## src/rtl/global_defs.sv

```systemverilog
// Global sizing defaults shared across the MPU codebase.
package global_defs;

  // Matrix register address is MATRIX_REG_BITS+1 bits wide.
  localparam int MATRIX_REG_BITS   = 4;

  // Default number of store requesters sharing the store unit.
  localparam int STORE_ARB_REQS    = 4;

  // Default store watchdog limit, in clocks.
  localparam int STORE_ARB_TIMEOUT = 256;

endpackage

```

## src/rtl/mpu_data_types.sv

```systemverilog
// Shared enumerated types for MPU control logic.
package mpu_data_types;

  // Store arbiter FSM states; encoding is visible on the debug state port.
  typedef enum logic [2:0] {
    ARB_IDLE       = 3'd0,
    ARB_ISSUE      = 3'd1,
    ARB_WAIT_START = 3'd2,
    ARB_WAIT_DONE  = 3'd3,
    ARB_RELEASE    = 3'd4
  } store_arb_state_e;

endpackage

```

## src/rtl/mpu_rr_arbiter.sv

```systemverilog
// Combinational round-robin winner select. The search starts at rr_ptr_in
// and walks upward, wrapping at NUM_REQ; the first set request wins.
module mpu_rr_arbiter #(
  parameter int NUM_REQ = 4,
  parameter int IDW     = $clog2(NUM_REQ)
) (
  input  logic [NUM_REQ-1:0] req_in,
  input  logic [IDW-1:0]     rr_ptr_in,
  output logic               valid_out,
  output logic [IDW-1:0]     winner_out
);

  logic [IDW-1:0] w_idx;

  // Scan offsets from farthest to nearest so the nearest set request is written last and wins.
  always_comb begin
    valid_out  = 1'b0;
    winner_out = '0;
    w_idx      = '0;
    for (int o = NUM_REQ - 1; o >= 0; o--) begin
      w_idx = IDW'((int'(rr_ptr_in) + o) % NUM_REQ);
      if (req_in[w_idx]) begin
        valid_out  = 1'b1;
        winner_out = w_idx;
      end
    end
  end

endmodule

```

## src/rtl/mpu_store_arbiter.sv

```systemverilog
// Store arbiter: grants one of NUM_REQ requesters access to the shared
// store unit, round-robin, and reports completion per requester.
// Optional watchdog: define MPU_STORE_ARB_TIMEOUT_EN to abort a transfer
// whose store unit stays silent or busy for TIMEOUT_CYCLES clocks.
//
// Store unit handshake: store_req_out is a single-cycle request pulse
// (state ARB_ISSUE). The store unit answers by raising store_en_in for the
// duration of the element transfer; the first low cycle after it has been
// high marks the end of the transfer. store_addr_out is stable from the
// request pulse until the release cycle.
module mpu_store_arbiter
  import global_defs::*;
  import mpu_data_types::*;
#(
  parameter int NUM_REQ        = STORE_ARB_REQS,
  parameter int TIMEOUT_CYCLES = STORE_ARB_TIMEOUT
) (
  input  logic                                   clk,
  input  logic                                   rst,
  input  logic [NUM_REQ-1:0]                     req_in,
  input  logic [NUM_REQ*(MATRIX_REG_BITS+1)-1:0] req_addr_in,
  output logic [NUM_REQ-1:0]                     grant_out,
  output logic [NUM_REQ-1:0]                     done_out,
  output logic [NUM_REQ-1:0]                     err_out,
  output logic                                   store_req_out,
  output logic [MATRIX_REG_BITS:0]               store_addr_out,
  input  logic                                   store_en_in,
  output logic [2:0]                             dbg_state_out
);

  localparam int AW  = MATRIX_REG_BITS + 1;
  localparam int IDW = $clog2(NUM_REQ);

  store_arb_state_e r_state;
  store_arb_state_e w_next_state;
  logic [IDW-1:0]     r_id;
  logic [IDW-1:0]     r_rr_ptr;
  logic [AW-1:0]      r_addr;

  logic               w_valid;
  logic [IDW-1:0]     w_winner;
  logic [IDW-1:0]     w_id_inc;
  logic [NUM_REQ-1:0] w_id_onehot;
  logic               w_timeout;
  logic               w_waiting;

  mpu_rr_arbiter #(
    .NUM_REQ (NUM_REQ),
    .IDW     (IDW)
  ) u_rr (
    .req_in     (req_in),
    .rr_ptr_in  (r_rr_ptr),
    .valid_out  (w_valid),
    .winner_out (w_winner)
  );

  assign w_waiting   = (r_state == ARB_WAIT_START) || (r_state == ARB_WAIT_DONE);
  assign w_id_inc    = (r_id == IDW'(NUM_REQ - 1)) ? '0 : r_id + IDW'(1);
  assign w_id_onehot = NUM_REQ'(1) << r_id;

`ifdef MPU_STORE_ARB_TIMEOUT_EN
  localparam int CW = $clog2(TIMEOUT_CYCLES + 1);
  logic [CW-1:0] r_cnt;

  // Watchdog: cleared while issuing, counts every cycle spent waiting on the store unit.
  always_ff @(posedge clk) begin
    if (rst) begin
      r_cnt <= '0;
    end else if (r_state == ARB_ISSUE) begin
      r_cnt <= '0;
    end else if (w_waiting) begin
      r_cnt <= r_cnt + CW'(1);
    end
  end

  // The last counted wait cycle is the one that reaches the limit.
  assign w_timeout = w_waiting && (r_cnt == CW'(TIMEOUT_CYCLES - 1));
`else
  assign w_timeout = 1'b0;
`endif

  // State register.
  always_ff @(posedge clk) begin
    if (rst) begin
      r_state <= ARB_IDLE;
    end else begin
      r_state <= w_next_state;
    end
  end

  // Next-state logic; the watchdog overrides the store unit in both wait states.
  always_comb begin
    w_next_state = r_state;
    case (r_state)
      ARB_IDLE:       if (w_valid) w_next_state = ARB_ISSUE;
      ARB_ISSUE:      w_next_state = ARB_WAIT_START;
      ARB_WAIT_START: begin
        if (w_timeout)        w_next_state = ARB_IDLE;
        else if (store_en_in) w_next_state = ARB_WAIT_DONE;
      end
      ARB_WAIT_DONE:  begin
        if (w_timeout)         w_next_state = ARB_IDLE;
        else if (!store_en_in) w_next_state = ARB_RELEASE;
      end
      ARB_RELEASE:    w_next_state = ARB_IDLE;
      default:        w_next_state = ARB_IDLE;
    endcase
  end

  // Winner id/address latch and round-robin pointer advance after each finished or aborted transfer.
  always_ff @(posedge clk) begin
    if (rst) begin
      r_id     <= '0;
      r_addr   <= '0;
      r_rr_ptr <= '0;
    end else begin
      if ((r_state == ARB_IDLE) && w_valid) begin
        r_id   <= w_winner;
        r_addr <= req_addr_in[int'(w_winner)*AW +: AW];
      end
      if ((r_state == ARB_RELEASE) || w_timeout) begin
        r_rr_ptr <= w_id_inc;
      end
    end
  end

  // Outputs are decoded from state; the address register simply holds between transfers.
  always_comb begin
    grant_out     = '0;
    done_out      = '0;
    err_out       = '0;
    store_req_out = 1'b0;
    if (r_state != ARB_IDLE) grant_out = w_id_onehot;
    if (r_state == ARB_ISSUE) store_req_out = 1'b1;
    if (r_state == ARB_RELEASE) done_out = w_id_onehot;
`ifdef MPU_STORE_ARB_TIMEOUT_EN
    if (w_timeout) err_out = w_id_onehot;
`endif
  end

  assign store_addr_out = r_addr;
  assign dbg_state_out  = r_state;

endmodule

```

## config.mk

```make
export PLATFORM = sky130hd
export DESIGN_NAME = mpu_store_arbiter
export DESIGN_NICKNAME = d
export VERILOG_FILES = /design/src/rtl/global_defs.sv /design/src/rtl/mpu_data_types.sv /design/src/rtl/mpu_rr_arbiter.sv /design/src/rtl/mpu_store_arbiter.sv
export SDC_FILE = /design/constraint.sdc
export NUM_CORES = 1
export LEC_CHECK = 0
export ABC_AREA = 1
export BUFFER_PORTS_ARGS = -buffer_cell sky130_fd_sc_hd__buf_2
export CAP_MARGIN = 15
export CORE_ASPECT_RATIO = 0.7
export CORE_MARGIN = 1.5
export CORE_UTILIZATION = 41
export DETAILED_ROUTE_END_ITERATION = 7
export PLACE_DENSITY = 0.78
export RECOVER_POWER = 25
export SYNTH_ARGS = -nofsm -noshare
export SYNTH_HDL_FRONTEND = slang
export SYNTH_SLANG_ARGS = --single-unit
```

## constraint.sdc

```tcl
create_clock -name clk -period 1.57 [get_ports clk]
set_input_delay 0.0785 -clock clk [delete_from_list [all_inputs] [get_ports clk]]
set_output_delay 0.0785 -clock clk [all_outputs]
set_load 0.02 [all_outputs]
```

Yosys cells after proc, flatten, opt, wreduce, memory -nomap -nowiden --
Cells that the tools add are included. W data, S select, Z words.
Word-level totals: output and inout port bits 21, register bits 12
Cells by class: reduce and logical (&&, ||, !) cells 4, mux-type cells 24, order comparisons 4, multiply operators 1, shift operators 2, eq/ne operators 8, $add $sub $neg 4
Operators by type and width (number):
- $shiftx A20 B6 Y5 | 1
- $lt A2 B3 Y1 const B | 4
- $pmux W3 S4 | 1
- $mux W2 | 5
- $mux W1 | 9
- $mux W3 | 3
- $bmux W1 S2 | 4
- $mux W4 | 2
- $eq A3 B2 Y1 const B | 2
- $ne A2 B2 Y1 const B | 3
- $mul A2 B3 Y5 const B | 1
- $add A2 B1 Y2 const B | 2
- $add A2 B2 Y2 const B | 2
- $shl A1 B2 Y4 const A | 1
- $eq A3 B1 Y1 const B | 1
- $eq A3 B3 Y1 const B | 1
- $logic_not A3 Y1 | 1
- $reduce_and A3 Y1 | 1
- $reduce_bool A3 Y1 | 1
- $eq A2 B2 Y1 const B | 1
- $logic_and A1 B1 Y1 | 1

Depth between registers and ports, before layout --
Gate-level depths: netlist of run 1.
depth after elaboration 9, gate-level depth with buffers 14

Cells and area by module --
From an unflattened synthesis of run 1, not the netlist that was laid out.
Unflattened totals: cells, all modules 194, area, all modules 1102.3 um^2
By module, submodules not included:
- mpu_store_arbiter | seq. area each 240.2 um^2, area an instance 889.6 um^2, times used 1, cells an instance 148
- mpu_rr_arbiter | seq. area each 0.0 um^2, area an instance 212.7 um^2, times used 1, cells an instance 46

Worst setup path before layout of run 1 --
Ideal clock, no wire load.
kind register to register, start register r_rr_ptr[0], end register r_addr[0] (netlist: store_addr_out[0]), data arrival time 1.362 ns, setup slack 0.094 ns, period minus slack after synthesis 1.476 ns, required time 1.456 ns, cell stages (with the launch flop) 14, cells stage by stage dfxtp_1 > buf_6 > xnor2_1 > nand2_1 > nand2_1 > inv_1 > nand2_1 > nand2_1 > nand2_1 > inv_2 > nor2_2 > nand2_1 > a21oi_1 > nor2_1
On the way: word-level cells in the longest chain between the ends 9
RTL lines:
- from (decl) | line mpu_store_arbiter.sv:37 | logic [IDW-1:0] r_rr_ptr;
- from (signal assigned) | line mpu_store_arbiter.sv:122 | r_rr_ptr <= w_id_inc;
- $add A2 B2 Y2 | line mpu_rr_arbiter.sv:21 | w_idx = IDW'((int'(rr_ptr_in) + o) % NUM_REQ);
- $bmux W1 S2 | line mpu_rr_arbiter.sv:22 | if (req_in[w_idx]) begin
- $mux W1 (not written as such) | line mpu_rr_arbiter.sv:22
- $mux W2 (4 in a row) | line mpu_rr_arbiter.sv:22
- $mul A2 B3 Y5 | line mpu_store_arbiter.sv:119 | r_addr <= req_addr_in[int'(w_winner)*AW +: AW];
- $shiftx A20 B6 Y5 | line mpu_store_arbiter.sv:119
- to (signal assigned) | line mpu_store_arbiter.sv:119
- to (decl) | line mpu_store_arbiter.sv:38 | logic [AW-1:0] r_addr;
Parallel ways exist; a longest one is shown, timed or not. The select of a mux whose other input is x is not followed. A chain may end at the register's enable or synchronous reset.

Worst setup path in the final report of run 1 --
Ends and elaborated chain as after synthesis.

==> impl_results.md, run 1 <==
- FF+latch count, synth: 12
- Area leader, netlist: dfxtp_1
- Sequential area share after synthesis: about a quarter
- RSZ-0062 raised after global routing: yes
- CP Capture Type: register
- Status: finished with violations
- Tcrit/Tclk final: 107%
- Site Rows: 14
- Pin count of the biggest net entering global routing: 10
- Netlist cell types: 22
- Synth area leaders: dfxtp_1, nand2_1, nor2_1
- DP HPWL: 1850 µm
- Layout cells sized above 1: between 40 and 50%
- TritonCTS clock tree: yes
- Post-Route Skew: 0.00617 ns
- DR iter-0 viols: 46
- Die outline height: about 44 µm
- CP startpoint kind: register
- Highest clock rate: 0.595 GHz
- HP Class: in2reg
- Critical path class: reg2reg
- VDD IR max: roughly 0.00043 V
- Clock latency on the worst-skew pair: about 0.29 ns
- Worst Reg2Reg Path Length in Cells: 13
- Reg2reg start: r_rr_ptr[0]$_SDFFE_PP0P_
- Hold Buf Count CTS: 0
- Final Hold Viols: 0
- Leading cell type in the layout, fill and taps excluded: buf_2
- Drt wl/cell: 11.8 µm
- Routability cong.: 0.935
- PwrDens: 1080 nW/µm²
- Vias/cell: 4.89
- Detailed Routing Iterations Pass 1: 4
- Die Width: about 62 µm
- H-tree depth: 1
- Via count: ~1300
- Final ANT Viol Nets: 0
- Setup TNS: -0.620 ns
- Global route overflow: 0
- Final setup vio count: 7
- Die footprint: 2700 µm²
- DR DRC count: 0
- Initial core utilization: between 40% and 50%
- Global Route Usage Sum: approximately 18%
- First-pass GRT wire length: 3680 µm
- Clock tree root buffer cell: clkbuf_4
- Synthesized area: ~1000 µm²
- R2R Setup Slk: -0.11 ns
- Layout area overhead: 61.8%
- Avg Inst Size Synth: 5.81 µm²
- Synth top area share: about a quarter
- Diodes inserted: 0
- Pwr Total: 1.71 mW
- Vias in the first global route: roughly 890
- Final WS setup: -0.112 ns
- Failing checks: negative setup slack
- Fin nets: between 200 and 300
- Yosys warnings: 0
- Placed cells: 252
- CTS max path bufs: 2
- Leak: between 0.8 and 0.9 nW
- Number of port buffers: 43
- Critical R2R Capture: store_addr_out[0]$_SDFFE_PP0P_
- Fin. max-slew vios: 0
- Max Cap Viol: 0
- TritonCTS Sinks: 12
- Fin cells: 262
- DRT Wirelength: 3100 µm
- Fin crit period: 1.68 ns
- Synth Instances: 169
- Core area: ~2200 µm²
- I/O pin cnt: 48
- Worst EP required: ~1.8 ns
- Pre-CTS setup slack: -0.110 ns
- Clk slew on worst S/H paths: 0.09 ns
- Worst setup path endpoint: store_addr_out[0]$_SDFFE_PP0P_
- Launch point of the worst path: r_rr_ptr[0]$_SDFFE_PP0P_
- Highest-count cells in the layout ignoring fill and taps: buf_2, nand2_1, nor2_1
- Total CTS buffers: 3
- Initial antenna violation count: 0
- Worst Path Arrival: about 1.9 ns
- Crit path max fanout: 8
[cells in the mapped netlist, drive strengths merged]
cell,count
nor3,1
dfxtp,12
a211oi,2
nand2,48
a21oi,11
inv,26
clkbuf,1
and2,1
xnor2,1
nand3,20
o21ai,9
buf,6
conb,1
ha,4
nor2,26
[sequential cells by signal, summed over array words and instances, names as in the netlist]
signal,flops
r_id,2
dbg_state_out,3
store_addr_out,5
r_rr_ptr,2
[metal layers]
layer	track usage (%)	part of all wire [%]
met2	25.9	47
met1	27.2	46
met3	1.79	6.2
met4	5.11	0.77
met5	0	0
[power breakdown]
group          internal, mW  switching [mW]
logic                 0.387           0.622
registers             0.377          0.0607
clock network         0.141           0.124
[worst min-delay path by stage]
| stage | depth (start not counted) | start | end | slack (ns) |
|---|---|---|---|---|
| after floorplan | 2 | req_addr_in[5] | store_addr_out[0]$_SDFFE_PP0P_ | 0.21 |
| after global placement | 3 | req_addr_in[6] | store_addr_out[1]$_SDFFE_PP0P_ | 0.32 |
| after detailed placement | 3 | req_addr_in[6] | store_addr_out[1]$_SDFFE_PP0P_ | 0.32 |
| after CTS | 3 | req_addr_in[6] | store_addr_out[1]$_SDFFE_PP0P_ | 0.03 |
| after global routing | 3 | req_addr_in[8] | store_addr_out[3]$_SDFFE_PP0P_ | 0.03 |
| final | 3 | req_addr_in[8] | store_addr_out[3]$_SDFFE_PP0P_ | 0.01 |
[per-stage QoR]
stage | hold slack (ns) | instance area [µm²] | utilization (%)
2_1_floorplan | 0.214 | 993 | -
3_3_place_gp | 0.316 | 1280 | 58.1
3_5_place_dp | 0.323 | 1280 | 58.1
4_1_cts | 0.0319 | 1380 | 62.3
5_1_grt | 0.0293 | 1590 | 72.0
6_report | 0.0150 | 1590 | 72.0
[layout make-up]
cell class | count | area [µm²]
Multi-Input combinational cell | 128 | 811
Inverter | 26 | 105
Fill cell | 190 | 618
Timing Repair Buffer | 60 | 349
Tap cell | 32 | 40.0
Clock buffer | 4 | 36.3
Sequential cell | 12 | 248
[worst max-delay path, cell delays in order (launching register included)]
cell and delay (ns):
dfxtp_4 0.37, buf_12 0.15, nand2_4 0.06, o21ai_4 0.06, nand2_2 0.10, nand2_1 0.07
inv_2 0.08, nand2_2 0.08, o21ai_4 0.26, inv_4 0.10, nor2_2 0.12, nor2_1 0.05
nand2_1 0.06, nor2_1 0.04
[timing repair]
item | 4_1_cts | 5_1_grt
endpoints found under the setup margin | 5 | 8
pin swaps | 3 | 26
cloned | 0 | 2
setup buffers | 0 | 4
resized for setup | 16 | 47
[cells by family after synthesis]
logic type,after synthesis,share of synthesized area [%]
xor+xnor,1,0.892
flops,12,24.5
simple gates,96,41.4
fa+ha+maj,4,5.10
other cells,1,0.382
buf+inv,33,15.7
compound gates,22,12.1
No activity file was read; power rests on OpenSTA's default activity.
==> run 2: changes to the inputs <==
ABC_AREA = unset   (was 1)
CORE_UTILIZATION = 39   (was 41)
==> run 2 against run 1 <==
  * The run now ends clean
  * Register-to-register slack gained 0.19 ns
  * Combinational power shrank 66%
  * Clock power shrank 7%
  * Global-route usage shrank 0.97 points
  * Non-clock buffer count shrank 14
  * Total power shrank 44%
  * Hold slack gained 0.10 ns
  * Largest power group is now registers
  * Highest routed layer is now met3
  * Sequential share of layout area grew 5.0 points
  * Sequential power shrank 16%
==> impl_results.md, run 2 <==
- Layout cells sized above 1: 44.9% (-1.7 points)
- Psw: 0.341 mW (-58%)
- RSZ-0062 raised after global routing: no
- Synth top area share: 27.7% (+3.2 points)
- Core area: 2120 µm² (-4.0%)
- Number of port buffers: 43 (unchanged)
- Leak: 0.534 nW (-35%)
- Max Cap Viol: 0 (unchanged)
- Total CTS buffers: 3 (unchanged)
- DP HPWL: 1640 µm (-11%)
- Main synth FF type: dfxtp_1
- Diodes inserted: 0 (unchanged)
- Netlist cell types: 27 (+23%)
- Final setup vio count: 0 (-7)
- Pin count of the biggest net entering global routing: 14 (+4)
- Fin nets: 168 (-36%)
- Post-synth ARST share: 0% (unchanged)
- Most common cell in the netlist: mux2i_1
- I/O pin cnt: 48 (unchanged)
- # fillers: 184 (-3.2%)
- Die footprint: 2520 µm² (-6.8%)
- Post-CTS setup buffers: 0 (unchanged)
- Sequential area share after synthesis: 27.7% (+3.2 points)
- Die outline height: 42.5 µm (-3.4%)
- CP startpoint kind: register
- Final Hold Viols: 0 (unchanged)
- Die Width: 59.4 µm (-3.5%)
- Critical path cell sequence: mux2i_1 > nor2_1 > nor3_2 > nand2b_4 > o221ai_2
- VDD IR max: 0.000374 V (-13%)
- FF+latch count, synth: 12 (unchanged)
- Fin crit period: 1.49 ns (-0.195 ns)
- Vias in the first global route: 748 (-16%)
- Area leader, netlist: dfxtp_1
- Worst EP required: 1.73 ns (-0.03 ns)
- DR DRC count: 0 (unchanged)
- Drt wl/cell: 12.5 µm (+5.6%)
- Crit path max fanout: 5 (-3)
- CP Capture Type: register
- Top Family by Delay on Critical Path: simple AND/OR/NAND/NOR gates
- Leading cell type in the layout, fill and taps excluded: buf_2
- H-tree depth: 1 (unchanged)
- Global route overflow: 0 (unchanged)
- CTS max path bufs: 2 (unchanged)
- Delay of the slowest critical-path stage: 0.44 ns (+0.07 ns)
- Fin cells: 168 (-36%)
- Final instance area: 1170 µm² (-27%)
- TritonCTS Sinks: 12 (unchanged)
- Site Rows: 14 (unchanged)
- Highest-count cells in the layout ignoring fill and taps: buf_2, dfxtp_1, mux2i_1
- TritonCTS clock tree: yes
- Synth area leaders: dfxtp_1, mux2i_1, o221ai_2
- Initial antenna violation count: 0 (unchanged)
- Worst Path Arrival: 1.64 ns (-0.23 ns)
- Via count: 850 (-34%)
- Avg Inst Size Synth: 9.63 µm² (+66%)
- Detailed Routing Iterations Pass 1: 4 (unchanged)
- Clock tree root buffer cell: clkbuf_4
- Tcrit/Tclk final: 94.7% (-12 points)
- Status: finished clean
- Switching share of power: 35.6% (-11 points)
- Post-synth top cells: mux2i_1, dfxtp_1, nand3b_1, nor2_1
- Clk slew on worst S/H paths: 0.07 ns (-0.02 ns)
- CP bufs+invs: 0 (-3)
- Synthesized area: 867 µm² (-12%)
- Clock latency on the worst-skew pair: 0.28 ns (about the same)
- Initial core utilization: 40.9% (-3.6 points)
- Clock power share: 25.8% (+10 points)
- DR iter-0 viols: 12 (-74%)
- Post-DP Area: 1110 µm² (-13%)
- Internal power: 0.615 mW (-32%)
- Global Route Usage Sum: 16.7% (-0.97 points)
- Critical path class: reg2reg
- Vias/cell: 5.06 (+3.6%)
- PwrDens: 820 nW/µm² (-24%)
- HP Class: in2reg
- Synth Instances: 90 (-47%)
- Gate power share: 35.7% (-23 points)
- Yosys warnings: 0 (unchanged)
- Setup TNS: 0 ns (+0.620 ns)
- Layout area overhead: 34.5%
- Fin. max-slew vios: 0 (unchanged)
- Sequential share of power: 38.4% (+13 points)
- Final ANT Viol Nets: 0 (unchanged)
- Highest clock rate: 0.672 GHz (+13%)
- Number of flops mapped to enable cells by yosys: 0 (unchanged)
- Pwr Total: 0.956 mW (-44%)
- Placed cells: 163 (-35%)
- Post-Route Skew: 0.00470 ns (-0.00147 ns)
- Routability cong.: 0.820 (-12%)
- First-pass GRT wire length: 3160 µm (-14%)
- CP max-delay cell: dfxtp_1
- DRT Wirelength: 2100 µm (-32%)
- Max reg flops: 5 (unchanged)
run 2: cell types whose count changed after synthesis, moves of 6 or more:
cell | previous run | this run
nand2_1 | 46 | 4
nor2_1 | 25 | 6
inv_1 | 21 | 3
nand3_1 | 18 | 1
mux2i_1 | 0 | 13
a21oi_1 | 11 | 5
nand3b_1 | 0 | 6
o21ai_0 | 6 | 0
run 2: metrics by stage:
stage | hold WS, ns | utilization (%) | worst slack [ns]
3_3_place_gp | 0.279 | 52.5 | 0.166
6_report | 0.116 | 55.0 | 0.0828
5_1_grt | 0.119 | 55.0 | 0.0159
2_1_floorplan | 0.157 | - | 0.225
4_1_cts | 0.117 | 54.7 | 0.0100
3_5_place_dp | 0.277 | 52.5 | 0.0389
run 2: final cells by class:
cell class / count / area (µm²) / area share, %
clock buffer: 4 / 36.3 / 3.11
inverter: 3 / 11.3 / 0.966
multi-input combinational: 71 / 592 / 50.8
sequential: 12 / 240 / 20.6
tap: 32 / 40.0 / 3.43
timing repair buffer: 46 / 246 / 21.1
run 2: path summary, 6_finish.rpt:
check                                                    start                             end  slack (ns)  depth (start not counted)
worst max register to register        r_rr_ptr[1]$_SDFFE_PP0P_  store_addr_out[4]$_SDFFE_PP0P_        0.08                          5
worst min-delay path                            req_addr_in[1]  store_addr_out[1]$_SDFFE_PP0P_        0.12                          3
worst min register to register  store_addr_out[1]$_SDFFE_PP0P_  store_addr_out[1]$_SDFFE_PP0P_        0.52                          2
worst max-delay path                  r_rr_ptr[1]$_SDFFE_PP0P_  store_addr_out[4]$_SDFFE_PP0P_        0.08                          5
run 2: worst min-delay path: stages:
cell and delay [ns]:
buf_2 0.07, mux2i_1 0.07, o221ai_2 0.14
run 2: power groups by stage:
stage	combinational (mW)	clock [mW]	sequential [mW]
finish	0.342	0.247	0.368
global route	0.370	0.265	0.371
CTS	0.344	0.251	0.365
detailed placement	0.340	0	0.373
global placement	0.327	0	0.371
floorplan	0.202	0	0.403
run 2: routing by layer:
layer | share of wire (%) | global-route usage (%)
met1 | 44 | 19.6
met2 | 52 | 27.9
met3 | 4.2 | 5.56
met4 | 0 | 6.36
met5 | 0 | 0
run 2: what timing repair did:
action                                  CTS  global route
gates resized for setup                   0             4
endpoints found under the hold margin     1             0
hold buffers                              1             0
endpoints found under the setup margin    0             9
run 2: cell families (layout without fill, tap and decap cells):
group	Yosys count	in the layout	share of synthesized area [%]
other	1	4	0.432
adder cells (fa/ha/maj)	4	4	5.77
buffers and inverters	10	53	6.93
flip-flops	12	12	27.7
AND/OR/NAND/NOR	38	38	30.0
multiplexers	13	13	15.0
AO/OA/AOI/OAI	12	12	14.1
